==> config.mk <==
export PLATFORM = sky130hd
export DESIGN_NAME = samp_decimator
export DESIGN_NICKNAME = d
export VERILOG_FILES = /design/src/rtl/samp_pkg.sv /design/src/rtl/samp_acc_rail.sv /design/src/rtl/samp_decimator.sv
export SDC_FILE = /design/constraint.sdc
export NUM_CORES = 1
export LEC_CHECK = 0
export BUFFER_PORTS_ARGS = -buffer_cell sky130_fd_sc_hd__buf_2
export CAP_MARGIN = 15
export CORE_MARGIN = 2
export CORE_UTILIZATION = 61
export DETAILED_ROUTE_END_ITERATION = 12
export HOLD_SLACK_MARGIN = 0.06
export PLACE_DENSITY = 0.85
export SKIP_CTS_REPAIR_TIMING = 1
export SYNTH_ARGS = -nofsm -noshare
export SYNTH_HDL_FRONTEND = slang
export SYNTH_SLANG_ARGS = --single-unit
==> constraint.sdc <==
create_clock -name Clk -period 5.1 [get_ports Clk]
set_input_delay 0.51 -clock Clk [delete_from_list [all_inputs] [get_ports Clk]]
set_output_delay 0.51 -clock Clk [all_outputs]
set_load 0.01 [all_outputs]
==> src/rtl/samp_pkg.sv <==
// Shared I/Q sample type used by the sample FIFO and the decimator.
package samp_pkg;

    localparam int unsigned SAMP_W = 24;

    typedef struct packed {
        logic signed [SAMP_W-1:0] I;
        logic signed [SAMP_W-1:0] Q;
    } Samp;

endpackage

==> src/rtl/samp_acc_rail.sv <==
// One accumulator rail: sums sign-extended samples and yields the floor-shifted average on dump.
module samp_acc_rail
    import samp_pkg::*;
#(
    parameter int unsigned LOG2_DECIM = 2
) (
    input  logic                     clk,
    input  logic                     rst_n,
    input  logic                     clear,
    input  logic                     add,
    input  logic                     dump,
    input  logic signed [SAMP_W-1:0] sample,
    output logic signed [SAMP_W-1:0] avg_c
);

    localparam int unsigned ACC_W = SAMP_W + LOG2_DECIM;

    logic signed [ACC_W-1:0] acc;
    logic signed [ACC_W-1:0] sum_c;
    logic signed [ACC_W-1:0] shifted_c;

    // Extra LOG2_DECIM headroom bits make a full group unable to overflow.
    assign sum_c     = acc + ACC_W'(sample);
    assign shifted_c = sum_c >>> LOG2_DECIM;
    assign avg_c     = shifted_c[SAMP_W-1:0];

    always_ff @(posedge clk or negedge rst_n) begin
        if (!rst_n) begin
            acc <= '0;
        end else if (clear || (add && dump)) begin
            acc <= '0;
        end else if (add) begin
            acc <= sum_c;
        end
    end

endmodule

==> src/rtl/samp_decimator.sv <==
// Integrate-and-dump decimator: pulls I/Q samples from the FIFO and emits one average per DECIM.
module samp_decimator
    import samp_pkg::*;
#(
    parameter int unsigned DECIM      = 4,
    parameter int unsigned LOG2_DECIM = $clog2(DECIM)
) (
    input  logic                  Clk,
    input  logic                  Reset_n,
    input  Samp                   fifo_samp,
    input  logic                  fifo_empty,
    output logic                  fifo_PullOut,
    input  logic                  Clear,
    input  logic                  StopIn,
    output logic                  PushOut,
    output Samp                   DecSamp,
    output logic [LOG2_DECIM-1:0] GroupCnt
);

    localparam logic [LOG2_DECIM-1:0] LAST_CNT = LOG2_DECIM'(DECIM - 1);

    logic                     slot_free_c;
    logic                     last_c;
    logic                     pull_c;
    logic                     dump_c;
    logic signed [SAMP_W-1:0] avg_i_c;
    logic signed [SAMP_W-1:0] avg_q_c;

    // The final sample of a group may only be pulled when the output slot frees this cycle.
    assign slot_free_c  = !PushOut || !StopIn;
    assign last_c       = (GroupCnt == LAST_CNT);
    assign pull_c       = Reset_n && !fifo_empty && !Clear && (!last_c || slot_free_c);
    assign dump_c       = pull_c && last_c;
    assign fifo_PullOut = pull_c;

    samp_acc_rail #(.LOG2_DECIM(LOG2_DECIM)) u_rail_i (
        .clk    (Clk),
        .rst_n  (Reset_n),
        .clear  (Clear),
        .add    (pull_c),
        .dump   (dump_c),
        .sample (fifo_samp.I),
        .avg_c  (avg_i_c)
    );

    samp_acc_rail #(.LOG2_DECIM(LOG2_DECIM)) u_rail_q (
        .clk    (Clk),
        .rst_n  (Reset_n),
        .clear  (Clear),
        .add    (pull_c),
        .dump   (dump_c),
        .sample (fifo_samp.Q),
        .avg_c  (avg_q_c)
    );

    // Group counter; Clear restarts the group without touching a pending output.
    always_ff @(posedge Clk or negedge Reset_n) begin
        if (!Reset_n) begin
            GroupCnt <= '0;
        end else if (Clear) begin
            GroupCnt <= '0;
        end else if (pull_c) begin
            GroupCnt <= last_c ? '0 : GroupCnt + LOG2_DECIM'(1);
        end
    end

    // Output register; a dump on a transfer edge reloads it with no bubble.
    always_ff @(posedge Clk or negedge Reset_n) begin
        if (!Reset_n) begin
            PushOut <= 1'b0;
            DecSamp <= '0;
        end else if (dump_c) begin
            PushOut   <= 1'b1;
            DecSamp.I <= avg_i_c;
            DecSamp.Q <= avg_q_c;
        end else if (PushOut && !StopIn) begin
            PushOut <= 1'b0;
        end
    end

endmodule
==> summary.md <==
| Metric | Value |
|---|---|
| Fin crit share | 57.70% |
| Clock Tree Root | clkbuf_8 |
| Ports | 105 |
| Fmax | 339.8 MHz |
| Die X | 106.8 um |
| Post-synthesis net count | 730 |
| Switch share | 32.22% |
| Global route total overflow | 0 |
| DRC | 0 |
| Fin. Hold Viols | 0 |
| Fillers | 793 |
| Clock Power Share | 28.1% |
| Most frequent cells in the layout | 103 x dfrtp_1, 103 x buf_2, 51 x ha_1 |
| Gpl congestion | 0.9162 |
| Internal Power | 0.001343 W |
| Met2 wire length | 7177 um |
| First-pass GRT wire length | 24670 um |
| NumNets Final | 820 |
| Synth Flop Type | dfrtp_1 |
| Register area | 2577 sq um |
| Area leader, netlist | dfrtp_1 |
| Yosys warns | 0 |
| Distinct cells, synth | 61 |
| Post-route cell area | 7267 sq um |
| Critical path arrival | 3.23 ns |
| Final Non-Filler Cells | 855 |
| Mapped Area | 6446 sq um |
| CP Max Fanout | 3 |
| Core Footprint | 10280 sq um |
| CP required | 5.39 ns |
| GRT Total Usage | 27.29% |
| Clk slew on worst S/H paths | 0.10 ns |
| Number of global-route vias before repair | 5204 |
| Vias | 5220 |
| Rel. slew slack | 42.83% |
| Row Count | 37 |
| Highest Signal Layer | met4 |
| Sequential Power Share | 45.1% |
| Ant diodes | 0 |
| Total wire length | 14870 um |
| Die footprint | 11410 sq um |
| First-pass iteration count of the detailed router | 5 |
| Max rail drop VDD | 232.5 uV |
| Synthesis-to-finish area growth | 12.73% |
| Status | complete, no violations |
| Share of cells above drive strength 1 | 26.15% |
| Logic pwr share | 26.8% |
| Hpwl dp | 11000 um |
| Maximum level of the CTS H-tree | 3 |
| Largest cells by area after synthesis | dfrtp_1 40%, ha_1 9.9%, mux2_2 7.2%, a22o_1 6.0%, xnor2_1 3.9% |
| Seq cells post-synth | 103 |
| Dpl cells | 839 |
| Clk sink count | 103 |
| Crit path launch type | flop |
| Deepest clock path buffer count | 2 |
| CTS tree | yes |
| Final setup fails | 0 |
| Synth top area share | 39.98% |
| Mean Syn Cell Area | 10.33 sq um |
| Power density over cell area | 272.7 nW/um^2 |
| P_leak | 3.855 nW |
| EDFF count, synth | 0 |
| Initial core utilization | 62.72% |
| Multi-input gate area | 3702 sq um |
| Async set-reset flop share out of synthesis | 100.0% |
| Vias per cell | 6.105 |
| Antenna violations before repair | 0 |
| CTS Buf Count | 9 |
| RSZ-0062 raised after global routing | no |
| Minimum clock period | 2.943 ns |
| Slew @ Worst Pin | 0.8575 ns |
| Wire per inst | 17.40 um |
| Final ANT Viol Nets | 0 |
| DR iter-0 viols | 262 |
| Mapped Cells | 624 |
| Worst Hold Class | primary input to async pin |
| Max-slew violations | 0 |
| P_sw | 0.0006386 W |
| Die H | 106.8 um |
| Setup_tns | 0 ns |
| DRT met1 WL | 6418 um |
| Clock latency on the worst-skew pair | 0.39 ns |
| IO buf count | 104 |
| Crit path kind | flop to flop |
| Max-capacitance violation count | 0 |
| CP endpoint kind | flop |
| Largest net degree at the start of global routing | 69 |
| Placed Area | 7052 sq um |
| Detailed route wirelength on metal3 | 990 um |
| Sequential area share after synthesis | 39.98% |
| Setup Skew | 0.008816 ns |
## critical path, stage by stage, from the launching register on
cell and delay (ns):
dfrtp_1 0.40, ha_1 0.21, fa_1 0.40, a21oi_1 0.21, o21ai_0 0.14, a21oi_1 0.33, o31ai_1 0.15, o22ai_1 0.34
o21ai_0 0.20, xor2_1 0.19, mux2_2 0.27
## layout make-up
type	count	area share (%)
multi-input combinational	480	50.95
sequential	103	35.47
tap	136	2.342
timing repair buffer	109	7.714
clock inverter	5	0.8781
clock buffer	11	2.083
inverter	11	0.5682
## metrics by stage
step | hold slack, ns | power (W) | utilization [%] | setup WS [ns]
2_1_floorplan | 0.2144 | 0.001287 | - | 2.456
3_3_place_gp | 0.4608 | 0.001413 | 68.61 | 2.085
3_5_place_dp | 0.4709 | 0.001434 | 68.61 | 2.015
4_1_cts | 0.08324 | 0.001991 | 70.71 | 2.218
5_1_grt | 0.1020 | 0.002091 | 70.71 | 2.021
6_report | 0.09216 | 0.001982 | 70.71 | 2.157
## kinds of logic (layout without fill, tap and decap cells)
group	count (synthesis)	after routing	synth area share (%)
adders and majority gates	53	53	10.52
DFF	103	103	39.98
muxes	43	43	7.473
AOI/OAI and AO/OA	210	210	22.88
and+or+nand+nor	126	126	9.356
xor gates and xnor gates	48	48	6.852
buffers and inverters	41	136	2.931
## final timing paths
| check | from | to | slack, ns | depth (start not counted) |
|---|---|---|---|---|
| max | u_rail_q.acc[0] | DecSamp[20] | 2.16 | 10 |
| min | Reset_n | PushOut | 0.09 | 1 |
| max reg2reg | u_rail_q.acc[0] | DecSamp[20] | 2.16 | 10 |
| min reg2reg | DecSamp[23] | DecSamp[23] | 0.49 | 2 |
| max in group asynchronous | Reset_n | u_rail_i.acc[7] | 3.75 | 2 |
| min in group Clk | StopIn | PushOut | 0.42 | 3 |
## per-layer routing
metal | GRT usage [%] | up-vias
met1 | 34.49 | 2530
met5 | 0 | -
met4 | 10.48 | 0
met3 | 6.687 | 29
li1 | - | 2479
met2 | 45.36 | 182
## Yosys cell counts (all sizes together), types with 12 or more instances
master	number
dfrtp	103
a21oi	53
ha	51
nand2	50
a22o	45
mux2	41
o21ai	40
xnor2	30
clkbuf	23
nor2	23
a21o	22
xor2	17
nand3	16
o21bai	12
## state kept, by name, summed over array words and instances (netlist names)
signal	flops
DecSamp	48
u_rail_i.acc	26
PushOut	1
GroupCnt	2
u_rail_q.acc	26
## power groups by stage
| stage | Combinational [W] | Sequential (W) | Clock, W |
|---|---|---|---|
| CTS | 0.000528 | 0.000893 | 0.000569 |
| global placement | 0.000507 | 0.000906 | 0 |
| global route | 0.000586 | 0.000900 | 0.000606 |
| finish | 0.000532 | 0.000894 | 0.000556 |
| detailed placement | 0.000525 | 0.000908 | 0 |
| floorplan | 0.000377 | 0.000910 | 0 |
Power figures use the tool's default switching activity.
